==> src/rtl/seq_pkg.sv <==
// seq_pkg: shared definitions for the enable-gated serial capture chain.
// Holds the transmitter state encoding, the default word width and bit
// period (shared with the matching serial-capture register), and a helper
// that sizes the down-counters.
package seq_pkg;

  localparam int SEQ_WIDTH = 8;
  localparam int SEQ_DIV   = 1;

  localparam logic ST_IDLE  = 1'b0;
  localparam logic ST_SHIFT = 1'b1;

  typedef enum logic {
    S_IDLE  = ST_IDLE,
    S_SHIFT = ST_SHIFT
  } tx_state_e;

  // Counter width able to hold n-1, never narrower than one bit.
  function automatic int ctr_width(input int n);
    return (n > 1) ? $clog2(n) : 1;
  endfunction

endpackage

==> src/rtl/bit_period_ctr.sv <==
// bit_period_ctr: down-counter with synchronous reset, parallel load and a
// terminal-count flag. Used both as the bit-period divider and as the
// bit counter of piso_tx.
//
// Ports:
//   clk       rising-edge clock
//   rst       synchronous active-high reset, clears the count
//   load      load load_val (takes priority over dec)
//   load_val  value loaded on load
//   dec       decrement by one; holds at zero
//   count     current count
//   at_zero   count == 0
module bit_period_ctr #(
  parameter int W = 3
) (
  input  logic         clk,
  input  logic         rst,
  input  logic         load,
  input  logic [W-1:0] load_val,
  input  logic         dec,
  output logic [W-1:0] count,
  output logic         at_zero
);

  assign at_zero = (count == '0);

  always_ff @(posedge clk) begin
    if (rst) begin
      count <= '0;
    end else if (load) begin
      count <= load_val;
    end else if (dec && !at_zero) begin
      count <= count - W'(1);
    end
  end

endmodule

==> src/rtl/piso_tx.sv <==
// piso_tx: parallel-in serial-out transmitter. Accepts a WIDTH-bit word on a
// valid/ready handshake and shifts it out one bit per DIV-cycle bit period,
// with a one-cycle capture strobe at the start of every bit period.
//
// State | meaning
// ------+-----------------------------------------------------------
// IDLE  | no word in flight; sout/sen low, ready for a word
// SHIFT | transmitting; ready only in the final cycle of the word
//
// Ports:
//   clk         rising-edge clock
//   rst         synchronous active-high reset
//   din         parallel word, captured on an accepted load
//   load_valid  din is valid
//   load_ready  block can accept a word this cycle (combinational)
//   sout        serial data, registered
//   sen         capture strobe, first cycle of each bit period, registered
//   busy        a word is being transmitted, registered
//   done        final cycle of the last bit period, registered
module piso_tx
  import seq_pkg::*;
#(
  parameter int WIDTH     = SEQ_WIDTH,
  parameter int DIV       = SEQ_DIV,
  parameter bit MSB_FIRST = 1'b1
) (
  input  logic             clk,
  input  logic             rst,
  input  logic [WIDTH-1:0] din,
  input  logic             load_valid,
  output logic             load_ready,
  output logic             sout,
  output logic             sen,
  output logic             busy,
  output logic             done
);

  localparam int BIT_W = ctr_width(WIDTH);
  localparam int DIV_W = ctr_width(DIV);
  localparam logic [BIT_W-1:0] BIT_LAST = BIT_W'(WIDTH - 1);
  localparam logic [DIV_W-1:0] DIV_LAST = DIV_W'(DIV - 1);

  tx_state_e        state;
  logic [WIDTH-1:0] shreg;
  logic [BIT_W-1:0] bit_cnt;
  logic [DIV_W-1:0] div_cnt;
  logic             bit_zero;
  logic             div_zero;

  logic in_shift;
  logic word_end;
  logic accept;
  logic step;
  logic din_head;
  logic head_next;
  logic done_d;

  logic sout_q;
  logic sen_q;
  logic busy_q;
  logic done_q;

  assign in_shift   = (state == S_SHIFT);
  assign word_end   = in_shift && bit_zero && div_zero;
  assign load_ready = !in_shift || word_end;
  assign accept     = load_valid && load_ready;
  // Move to the next bit of the current word (not on the last bit).
  assign step       = in_shift && div_zero && !bit_zero;

  // Divider restarts on every new bit period, including the first one.
  bit_period_ctr #(.W(DIV_W)) u_div_ctr (
    .clk      (clk),
    .rst      (rst),
    .load     (accept || step),
    .load_val (DIV_LAST),
    .dec      (in_shift),
    .count    (div_cnt),
    .at_zero  (div_zero)
  );

  bit_period_ctr #(.W(BIT_W)) u_bit_ctr (
    .clk      (clk),
    .rst      (rst),
    .load     (accept),
    .load_val (BIT_LAST),
    .dec      (step),
    .count    (bit_cnt),
    .at_zero  (bit_zero)
  );

  always_comb begin
    din_head  = 1'b0;
    head_next = 1'b0;
    if (MSB_FIRST) begin
      din_head  = din[WIDTH-1];
      head_next = shreg[WIDTH-2];
    end else begin
      din_head  = din[0];
      head_next = shreg[1];
    end
  end

  // done is registered, so predict whether the next cycle is the final
  // cycle of the word: both counters will be zero and no new word started.
  always_comb begin
    done_d = 1'b0;
    if (in_shift && !word_end) begin
      if (step) begin
        done_d = (bit_cnt == BIT_W'(1)) && (DIV == 1);
      end else begin
        done_d = bit_zero && (div_cnt == DIV_W'(1));
      end
    end
  end

  always_ff @(posedge clk) begin
    if (rst) begin
      state  <= S_IDLE;
      shreg  <= '0;
      sout_q <= 1'b0;
      sen_q  <= 1'b0;
      busy_q <= 1'b0;
      done_q <= 1'b0;
    end else begin
      sen_q  <= accept || step;
      done_q <= done_d;
      case (state)
        S_IDLE: begin
          if (accept) begin
            state  <= S_SHIFT;
            shreg  <= din;
            sout_q <= din_head;
            busy_q <= 1'b1;
          end
        end
        S_SHIFT: begin
          if (accept) begin
            // back-to-back word: stay in SHIFT with no gap
            shreg  <= din;
            sout_q <= din_head;
          end else if (word_end) begin
            state  <= S_IDLE;
            sout_q <= 1'b0;
            busy_q <= 1'b0;
          end else if (step) begin
            shreg  <= MSB_FIRST ? (shreg << 1) : (shreg >> 1);
            sout_q <= head_next;
          end
        end
        default: begin
          state <= S_IDLE;
        end
      endcase
    end
  end

  assign sout = sout_q;
  assign sen  = sen_q;
  assign busy = busy_q;
  assign done = done_q;

endmodule

==> config.mk <==
export PLATFORM = sky130hd
export DESIGN_NAME = piso_tx
export DESIGN_NICKNAME = d
export VERILOG_FILES = /design/src/rtl/seq_pkg.sv /design/src/rtl/bit_period_ctr.sv /design/src/rtl/piso_tx.sv
export SDC_FILE = /design/constraint.sdc
export NUM_CORES = 1
export LEC_CHECK = 0
export CORE_MARGIN = 2
export CORE_UTILIZATION = 49
export CTS_CLUSTER_DIAMETER = 120
export DETAILED_ROUTE_END_ITERATION = 8
export PLACE_DENSITY = 0.8
export SYNTH_ARGS = -nofsm -noshare
export SYNTH_HDL_FRONTEND = slang
export SYNTH_SLANG_ARGS = --single-unit
==> constraint.sdc <==
create_clock -name clk -period 2 [get_ports clk]
set_clock_uncertainty 0.2 [all_clocks]
set_input_delay 0.6 -clock clk [delete_from_list [all_inputs] [get_ports clk]]
set_output_delay 0.6 -clock clk [all_outputs]
set_load 0.005 [all_outputs]
Word level (Yosys, flattened, before mapping)
Index checks and enable logic that the tools add are counted.
{"block": "classes", "addsub": 2, "n_eq_ne": 7, "n_mux": 21, "bitwise_logic": 3, "n_reduce_logical": 21}
{"cell": "7-bit 2-to-1 mux", "n": 4}
{"cell": "7-bit case mux with 2 select lines", "n": 1}
{"cell": "1-bit 2-to-1 mux", "n": 11}
{"cell": "1-bit logical AND", "n": 9}
{"cell": "3-bit 2-to-1 mux", "n": 2}
{"cell": "1-bit case mux with 2 select lines", "n": 3}
{"cell": "3-bit AND reduction", "n": 2}
{"cell": "2-bit inequality test, second input constant", "n": 2}
{"cell": "4-bit by 1-bit inequality test with 1-bit output, second input constant", "n": 1}
{"cell": "2-bit OR reduction", "n": 2}
{"cell": "3-bit by 1-bit == test with 1-bit output, second input constant", "n": 1}
{"cell": "1-bit zero test", "n": 3}
{"cell": "3-bit zero test", "n": 1}
{"cell": "3-bit by 1-bit inequality test with 1-bit output, second input constant", "n": 1}
{"cell": "3-bit by 2-bit inequality test with 1-bit output, second input constant", "n": 1}
{"cell": "1-bit NOT", "n": 3}
{"cell": "3-bit by 1-bit subtractor with 3-bit output, second input constant", "n": 1}
{"cell": "1-bit logical OR", "n": 2}
{"cell": "2-bit by 1-bit inequality test with 1-bit output, second input constant", "n": 1}
{"cell": "2-bit AND reduction", "n": 1}
{"cell": "2-bit nonzero test", "n": 1}
{"cell": "1-bit subtractor, second input constant", "n": 1}
{"block": "word_totals", "register_bits": 16, "wordCells": 62}

Logic depth before layout (Yosys ltp)
Gate-level depths: netlist of the first run.
{"block": "logic_depth", "ltp_word": 7, "ltp_mapped": 8, "depth_no_buf": 6}

By module
From an unflattened synthesis of the first run, not the netlist that was laid out.
{"block": "unflattened", "cells_unflattened": 98, "hier_area_um2": 848.3}
{"module": "piso_tx", "n_inst": 1, "cells_each": 73, "area_per_inst_um2": 618.1, "seq_area_each_um2": 240.2}
{"module": "bit_period_ctr at u_bit_ctr", "n_inst": 1, "cells_each": 21, "area_per_inst_um2": 182.7, "seq_area_each_um2": 60.1}
{"module": "bit_period_ctr at u_div_ctr", "n_inst": 1, "cells_each": 4, "area_per_inst_um2": 47.5, "seq_area_each_um2": 20.0}

Worst setup path after synthesis of the first run
OpenSTA, ideal clock, no wires.
{"block": "synth_path", "path_type": "flip-flop to output port", "startpoint": "register u_bit_ctr.count[0]", "endpoint": "output load_ready", "arrival_time_ns": 1.120, "t_required_ns": 1.200, "setup_slack_ns": 0.080, "stages_incl_launch_ff": 6, "n_path_buf": 1, "path_cell_list": "dfxtp_1 > inv_1 > ha_1 > nand2b_1 > buf_6 > o21ai_0"}
{"block": "synth_via", "elab_chain_cells": 4}
{"item": "start: declaration", "line": "bit_period_ctr.sv:21", "text": "output logic [W-1:0] count,"}
{"item": "start signal: assignment", "line": "bit_period_ctr.sv:31", "text": "count <= load_val;"}
{"item": "start signal: assignment", "line": "bit_period_ctr.sv:33", "text": "count <= count - W'(1);"}
{"item": "3-bit zero test", "line": "bit_period_ctr.sv:25", "text": "assign at_zero = (count == '0);"}
{"item": "1-bit logical AND (2 in series)", "line": "piso_tx.sv:64", "text": "assign word_end = in_shift && bit_zero && div_zero;"}
{"item": "1-bit logical OR", "line": "piso_tx.sv:65", "text": "assign load_ready = !in_shift || word_end;"}
{"item": "end: declaration", "line": "piso_tx.sv:31", "text": "output logic load_ready,"}
Every way passes these cells.

Worst setup path after layout of the first run
{"block": "layout_path", "startpoint": "register u_bit_ctr.count[1]", "endpoint": "output load_ready"}
The elaborated chain is that of the path after synthesis.

==> results of run 1 <==
-- synthesized netlist by cell type, drive strengths merged --
cell type	instances	area, µm²
a211oi	6	55.1
a21oi	6	30.0
a2bb2oi	1	8.76
a311oi	2	17.5
a31o	1	8.76
a32oi	1	8.76
buf	4	37.5
clkbuf	4	42.5
dfxtp	16	320
ha	3	37.5
inv	3	11.3
mux2i	6	60.1
nand2	2	7.51
nand2b	2	12.5
nand3b	1	7.51
nor2	10	37.5
nor2b	2	12.5
nor3	5	25.0
nor3b	1	7.51
nor4b	2	17.5
o21ai	1	5.00
o22a	1	10.0
o22ai	1	6.26
o31ai	1	21.3
-- placed cells by master, fill, tap and decap left out, types with 2 or more instances in the layout --
cell / n
mux2i_1: 4
dfxtp_1: 14
nor2b_1: 2
mux2i_2: 2
nand2_1: 2
ha_1: 2
clkdlybuf4s50_1: 14
nor4b_1: 2
inv_2: 2
buf_4: 19
a211oi_1: 3
buf_12: 2
dfxtp_2: 2
nor2_1: 10
a21oi_1: 6
clkbuf_4: 3
a211oi_2: 3
nor3_1: 5
-- final timing paths --
kind         slack [ns]               endpoint                       startpoint  cells past startpoint
max               -0.01             load_ready  u_bit_ctr.count[1]$_SDFFE_PP0P_                      5
min                0.30      busy$_SDFFE_PP0P_                busy$_SDFFE_PP0P_                      2
max reg2reg        0.03  shreg[4]$_SDFFE_PP0P_  u_bit_ctr.count[1]$_SDFFE_PP0P_                      9
min reg2reg        0.30      busy$_SDFFE_PP0P_                busy$_SDFFE_PP0P_                      2
-- logic make-up (layout without fill, tap and decap cells) --
logic type               count (synthesis)  after routing  share of synthesized area [%]
buffers and inverters                   11             44                           11.3
AND/OR/NAND/NOR                         25             25                           15.8
multiplexers                             6              6                           7.43
adder cells (fa/ha/maj)                  3              3                           4.64
AO/OA/AOI/OAI                           21             21                           21.2
flip-flops                              16             16                           39.6
-- critical path: cells and delay by family, from the launching register on --
kind	cells	cell delay, ns
flip-flops	1	0.34
AO/OA/AOI/OAI	1	0.13
AND/OR/NAND/NOR	1	0.07
adder cells (fa/ha/maj)	1	0.16
buffers and inverters	2	0.20
-- sequential cells by signal, indices dropped and copies added, names as in the netlist --
| register | count |
|---|---|
| sout | 1 |
| u_div_ctr.count | 1 |
| shreg | 7 |
| sen | 1 |
| busy | 1 |
| in_shift | 1 |
| done | 1 |
| u_bit_ctr.count | 3 |
-- through the flow --
step           util [%]  instance area, µm²  setup TNS (ns)  hold slack (ns)
6_report           77.7                1180         -0.0168            0.301
5_1_grt            77.7                1180          -0.104            0.325
4_1_cts            72.9                1110        -0.00143            0.298
3_5_place_dp       67.7                1030           -2.08            0.280
3_3_place_gp       67.7                1030           -1.56            0.281
2_1_floorplan         -                 808               0            0.238
-- power groups by stage --
stage                     Sequential, W  Clock (W)  Combinational (W)
after floorplan                0.000373          0           0.000143
after global placement         0.000373          0           0.000230
after detailed placement       0.000375          0           0.000236
after CTS                      0.000371   0.000224           0.000263
after global routing           0.000377   0.000237           0.000335
final                          0.000374   0.000228           0.000314
-- metal layers --
layer / up-vias / routed length, µm / GRT usage [%]
li1: 362 / - / -
met1: 361 / 821 / 24.7
met4: 0 / 91 / 16.4
met3: 9 / 137 / 3.67
met2: 29 / 1040 / 36.2
met5: - / 0 / 0
-- repair_timing --
item | CTS | global route
pin swaps | 2 | 1
endpoints found under the setup margin | 1 | 3
buffers inserted | 3 | 3
gates resized for setup | 13 | 7
-- area by class of cell --
class / instances / area share (%)
multi-input cells: 55 / 38.4
repair buffers: 37 / 28.6
clock buffers: 4 / 3.07
well taps: 16 / 1.69
flip-flops and latches: 16 / 27.3
inverters: 3 / 0.951
==> run_results.csv, run 1 <==
group,metric,value,unit
die,core,1520,µm²
finish,ff_latch_area,323,µm²
status,status,"finished with violations",
place,dp_hpwl,1230,µm
finish,final-instance-count-excl-fill,131,
sta,fin_crit_sh,101,%
clock_network,postCtsHoldBufs,0,
routing,drc,0,
worst_setup_path,max_stage_delay,0.34,ns
pwr,p_int,0.000642,W
pwr,cellPowerDensity,774,nW/µm²
clock_network,htreeDepth,1,
sta,grt_setup_unrepaired,"true",
place,detailedPlace.worstSlack,-0.266,ns
logic_synthesis,syn_area_per_cell,9.86,µm²
clock_network,clock_path_buffers,2,
routing,drt-wirelength-per-cell,15.9,µm
die,io_pins,16,
logic_synthesis,yosysSeqAreaShare,39.6,%
worst_setup_path,cp-start-kind,"flop",
finish,n_fill_cell,89,
sta,setup_violations,2,
die,die_x,44.6,µm
finish,layout-drive-gt1-share,37.4,%
worst_setup_path,cp_slowest_cell,"dfxtp_2",
logic_synthesis,yosys_warnings,0,
finish,multi_input_area,454,µm²
pwr,power_frac_comb,34.3,%
pwr,clkPwrFrac,24.9,%
routing,first_pass_iters,4,
routing,wirelength,2090,µm
flow_run,max_cap_violations,0,
place,gp_congestion,0.811,
clock_network,path_clk_slew,0.10,ns
routing,drtIter0Drc,11,
pwr,swShare,29.9,%
clock_network,cts_buffers,3,
logic_synthesis,synth_area,808,µm²
worst_setup_path,critPathRequiredTime,1.20,ns
pwr,pwr-share-seq,40.9,%
logic_synthesis,netlist_instances,82,
die,rows,14,
min_path,hp-class,"reg2reg",
logic_synthesis,syn-num-nets,96,
global_route,overflow,0,
place,dpl.cell_count,121,
die,die_area,1990,µm²
worst_setup_path,cp_cell_sequence,"inv_2 -> ha_4 -> nand2b_4 -> o21ai_4 -> buf_2",
global_route,first_global_vias,661,
pwr,p_leak,0.492,nW
clock_network,root_buffer,"clkbuf_4",
sta,worstMarginPinSlew,0.405,ns
pwr,p_sw,0.000274,W
sta,slew_violations,0,
sta,fmax,497,MHz
sta,timing.max_slew.rel_slack,72.9,%
sta,fin_ws,-0.0109,ns
clock_network,cts_tree,"built",
status,violations,"setup timing",
worst_setup_path,cp_max_fo,2,
clock_network,clkSinkCount,16,
pwr,peakVddDrop,0.619,mV
worst_setup_path,crit_path_end_kind,"primary output",
finish,antenna_cells,0,
sta,hold_viol,0,
worst_setup_path,cp.arrival,1.21,ns
finish,synthToLayoutAreaGrowth,46.4,%
clock_network,clkLatencyLatePin,0.30,ns
die,dieHeight,44.6,µm
finish,nets,130,
sta,period_minus_slack,2.01,ns
global_route,grt_util_all_layers,21.8,%
place,port_buffers,15,
global_route,grt_first_pass_wirelength,3010,µm
pwr,total_power,0.000916,W
worst_setup_path,worstSetupPathType,"reg2out",
global_route,antenna_found_initial,0,
routing,ant_nets,0,
logic_synthesis,synth_cell_types,28,
global_route,grt_max_degree,13,
routing,vias,761,
die,initial_core_util,53.0,%
logic_synthesis,ys_seq_elements,16,
routing,vias_per_cell,5.81,
(Power assumes the default switching activity.)
==> run 2, diff against run 1 <==
Settings changed: HOLD_SLACK_MARGIN set to 0.08, SYNTH_HIERARCHICAL set to 1.
==> run 2 against run 1 <==
Global-route usage up 0.69 points. The run still ends with setup timing left. Sequential share of layout area down 1.6 points. Highest routed layer unchanged. First-iteration DRC count up 55%.
==> run_results.csv, run 2 <==
group,metric,value,unit
status,status,"finished with violations",
status,violations,"setup timing",
die,die_x,45.6,µm
place,dpl.cell_count,145,
worst_setup_path,cp.arrival,1.23,ns
logic_synthesis,synth_edf_count,0,
routing,wl_met1,832,µm
routing,drtIter0Drc,17,
worst_setup_path,worstReg2RegEnd,"u_bit_ctr/count[1]$_SDFFE_PP0P_",
finish,synthToLayoutAreaGrowth,48.2,%
clock_network,root_buffer,"clkbuf_4",
logic_synthesis,ys_seq_elements,16,
min_path,hold-path-endpoint,"shreg[0]$_SDFFE_PP0P_",
global_route,antenna_found_initial,0,
clock_network,path_clk_slew,0.10,ns
die,rows,15,
logic_synthesis,yosys_warnings,6,
place,port_buffers,15,
place,dp_hpwl,1380,µm
sta,finalSetupTns,-0.0332,ns
routing,first_pass_iters,4,
global_route,grt_first_pass_wirelength,3380,µm
routing,wl_met2,1110,µm
clock_network,cts_buffers,3,
finish,antenna_cells,0,
sta,slew_violations,0,
finish,regMostFlops,"shreg",
min_path,holdCritStartpoint,"shreg[0]$_SDFFE_PP0P_",
routing,wirelength,2020,µm
logic_synthesis,synth_most_common_cell,"dfxtp_1",
die,dieHeight,45.6,µm
place,detailedPlace.worstSlack,-0.150,ns
die,initial_core_util,50.8,%
global_route,overflow,0,
flow_run,max_cap_violations,0,
routing,met3WireLength,51,µm
routing,vias,801,
min_path,holdPathStages,2,
worst_setup_path,r2r_start,"u_bit_ctr/count[0]$_SDFFE_PP0P_",
worst_setup_path,regToRegSetupSlack,0.08,ns
sta,grt_setup_unrepaired,"true",
logic_synthesis,synth_area,848,µm²
clock_network,clock_path_buffers,2,
logic_synthesis,synth-async-reset-ratio,0,%
clock_network,clkLatencyLatePin,0.28,ns
finish,layout-drive-gt1-share,39.0,%
logic_synthesis,synth_cell_types,33,
worst_setup_path,cp_max_fo,2,
sta,fin_ws,-0.0332,ns
pwr,cellPowerDensity,690,nW/µm²
clock_network,clkSinkCount,16,
sta,hold_viol,0,
global_route,first_global_vias,779,
worst_setup_path,cp-start-kind,"flop",
routing,ant_nets,0,
logic_synthesis,syn_area_per_cell,8.66,µm²
worst_setup_path,crit_path_end_kind,"primary output",
sta,setup_violations,1,
sta,period_minus_slack,2.03,ns
finish,largest_reg_flops,7,
sta,holdWs,0.311,ns
place,gp_congestion,0.816,
worst_setup_path,r2r_cells,9,
routing,drc,0,
routing,top_layer_used,"met4",
routing,vias_per_cell,5.24,
logic_synthesis,synth_top_area_share,37.8,%
pwr,p_leak,0.518,nW
finish,final_cell_mix,"buf_4 (20), dfxtp_1 (14), clkdlybuf4s50_1 (14), nand2_1 (11)",
logic_synthesis,synth_ff_type,"dfxtp_1",
global_route,grt_max_degree,18,
worst_setup_path,worstSetupPathType,"reg2out",
finish,final-instance-count-excl-fill,153,
min_path,hp-class,"reg2reg",
logic_synthesis,yosysTopAreaCell,"dfxtp_1",
finish,final_common_cell,"buf_4",
clock_network,htreeDepth,1,
clock_network,cts_tree,"built",
die,die_area,2080,µm²
routing,drt-wirelength-per-cell,13.2,µm
logic_synthesis,netlist_instances,98,
sta,fmax,492,MHz
logic_synthesis,synth_top_cells_by_area,"dfxtp_1 (38%), a311oi_2 (11%), nand2_1 (5.8%)",
sta,fin_crit_sh,102,%
worst_setup_path,critPathRequiredTime,1.20,ns
global_route,grt_util_all_layers,22.5,%
logic_synthesis,yosysSeqAreaShare,37.8,%
pwr,peakVddDrop,0.504,mV
finish,nets,150,
finish,largestRegisters,"shreg x7, u_bit_ctr/count x3",
logic_synthesis,synthTopCellsByCount,"dfxtp_1 (16), nand2_1 (13), nor2_1 (7)",
die,core,1670,µm²
finish,fin_util,75.3,%
die,io_pins,16,
run 2: cell types whose count changed after synthesis, sizes merged, moves of 3 or more:
| cell | before | now |
|---|---|---|
| a211oi | 6 | 0 |
| clkbuf | 4 | 0 |
| a311oi | 2 | 7 |
| inv | 3 | 8 |
| nand3 | 0 | 7 |
| a31oi | 0 | 3 |
| mux2i | 6 | 0 |
| nand2 | 2 | 13 |
run 2: final cells by class:
cell class	count	area, µm²
Sequential cell	16	323
Tap cell	17	21.3
Timing Repair Buffer	36	315
Clock buffer	4	36.3
Inverter	8	32.5
Fill cell	118	413
Multi-Input combinational cell	72	529
run 2: timing repair:
action,CTS,global route
resized for setup,12,7
pin swaps,4,5
buffers inserted,3,1
endpoints found under the setup margin,4,9
hold buffers,0,0
run 2: power breakdown:
| group | switching, W | total (W) | internal (W) |
|---|---|---|---|
| Sequential | 0.0000168 | 0.000365 | 0.000348 |
| Clock | 0.000106 | 0.000216 | 0.000111 |
| Combinational | 0.000130 | 0.000286 | 0.000156 |
run 2: metrics by stage:
stage	total power (W)	area, µm²
floorplan	0.000504	858
global placement	0.000604	1140
detailed placement	0.000612	1140
CTS	0.000854	1230
global route	0.000915	1260
finish	0.000868	1260
run 2: critical path, stage by stage (launching register included):
cell and delay (ns):
dfxtp_2 0.35, inv_2 0.05, ha_4 0.15, ha_4 0.16
nand2_4 0.06, nand2_2 0.05, buf_2 0.12
run 2: cells by family (layout without fill, tap and decap cells):
family	Yosys count	after routing	synth area share, %
AOI/OAI and AO/OA	18	18	21.1
xor gates and xnor gates	1	1	1.03
adders and majority gates	2	2	2.95
buffers and inverters	12	48	6.78
DFF	16	16	37.8
other	2	4	0.885
and+or+nand+nor	47	47	29.5
run 2: how the worst max path moves through the flow:
stage                                                from                         endpoint  slack, ns  cells past startpoint
after detailed placement                       load_valid  u_bit_ctr/count[1]$_SDFFE_PP0P_      -0.15                      4
after global placement                         load_valid  u_bit_ctr/count[1]$_SDFFE_PP0P_      -0.11                      4
after global routing      u_bit_ctr/count[1]$_SDFFE_PP0P_                       load_ready      -0.08                      6
after floorplan           u_bit_ctr/count[0]$_SDFFE_PP0P_  u_bit_ctr/count[1]$_SDFFE_PP0P_       0.03                      8
after CTS                 u_bit_ctr/count[1]$_SDFFE_PP0P_                       load_ready      -0.03                      6
final                     u_bit_ctr/count[0]$_SDFFE_PP0P_                       load_ready      -0.03                      6
run 2: routing by layer:
metal  global-route usage, %  up-vias
li1                        -      417
met3                    2.78        2
met5                       0        -
met4                    8.24        0
met2                    41.4        9
met1                    26.2      373
==> run 3, diff against run 2 <==
Settings changed: CTS_CLUSTER_DIAMETER 120 to unset.
==> results of run 3 <==
The final DEF is identical to that of run 2; final timing and power are the same.
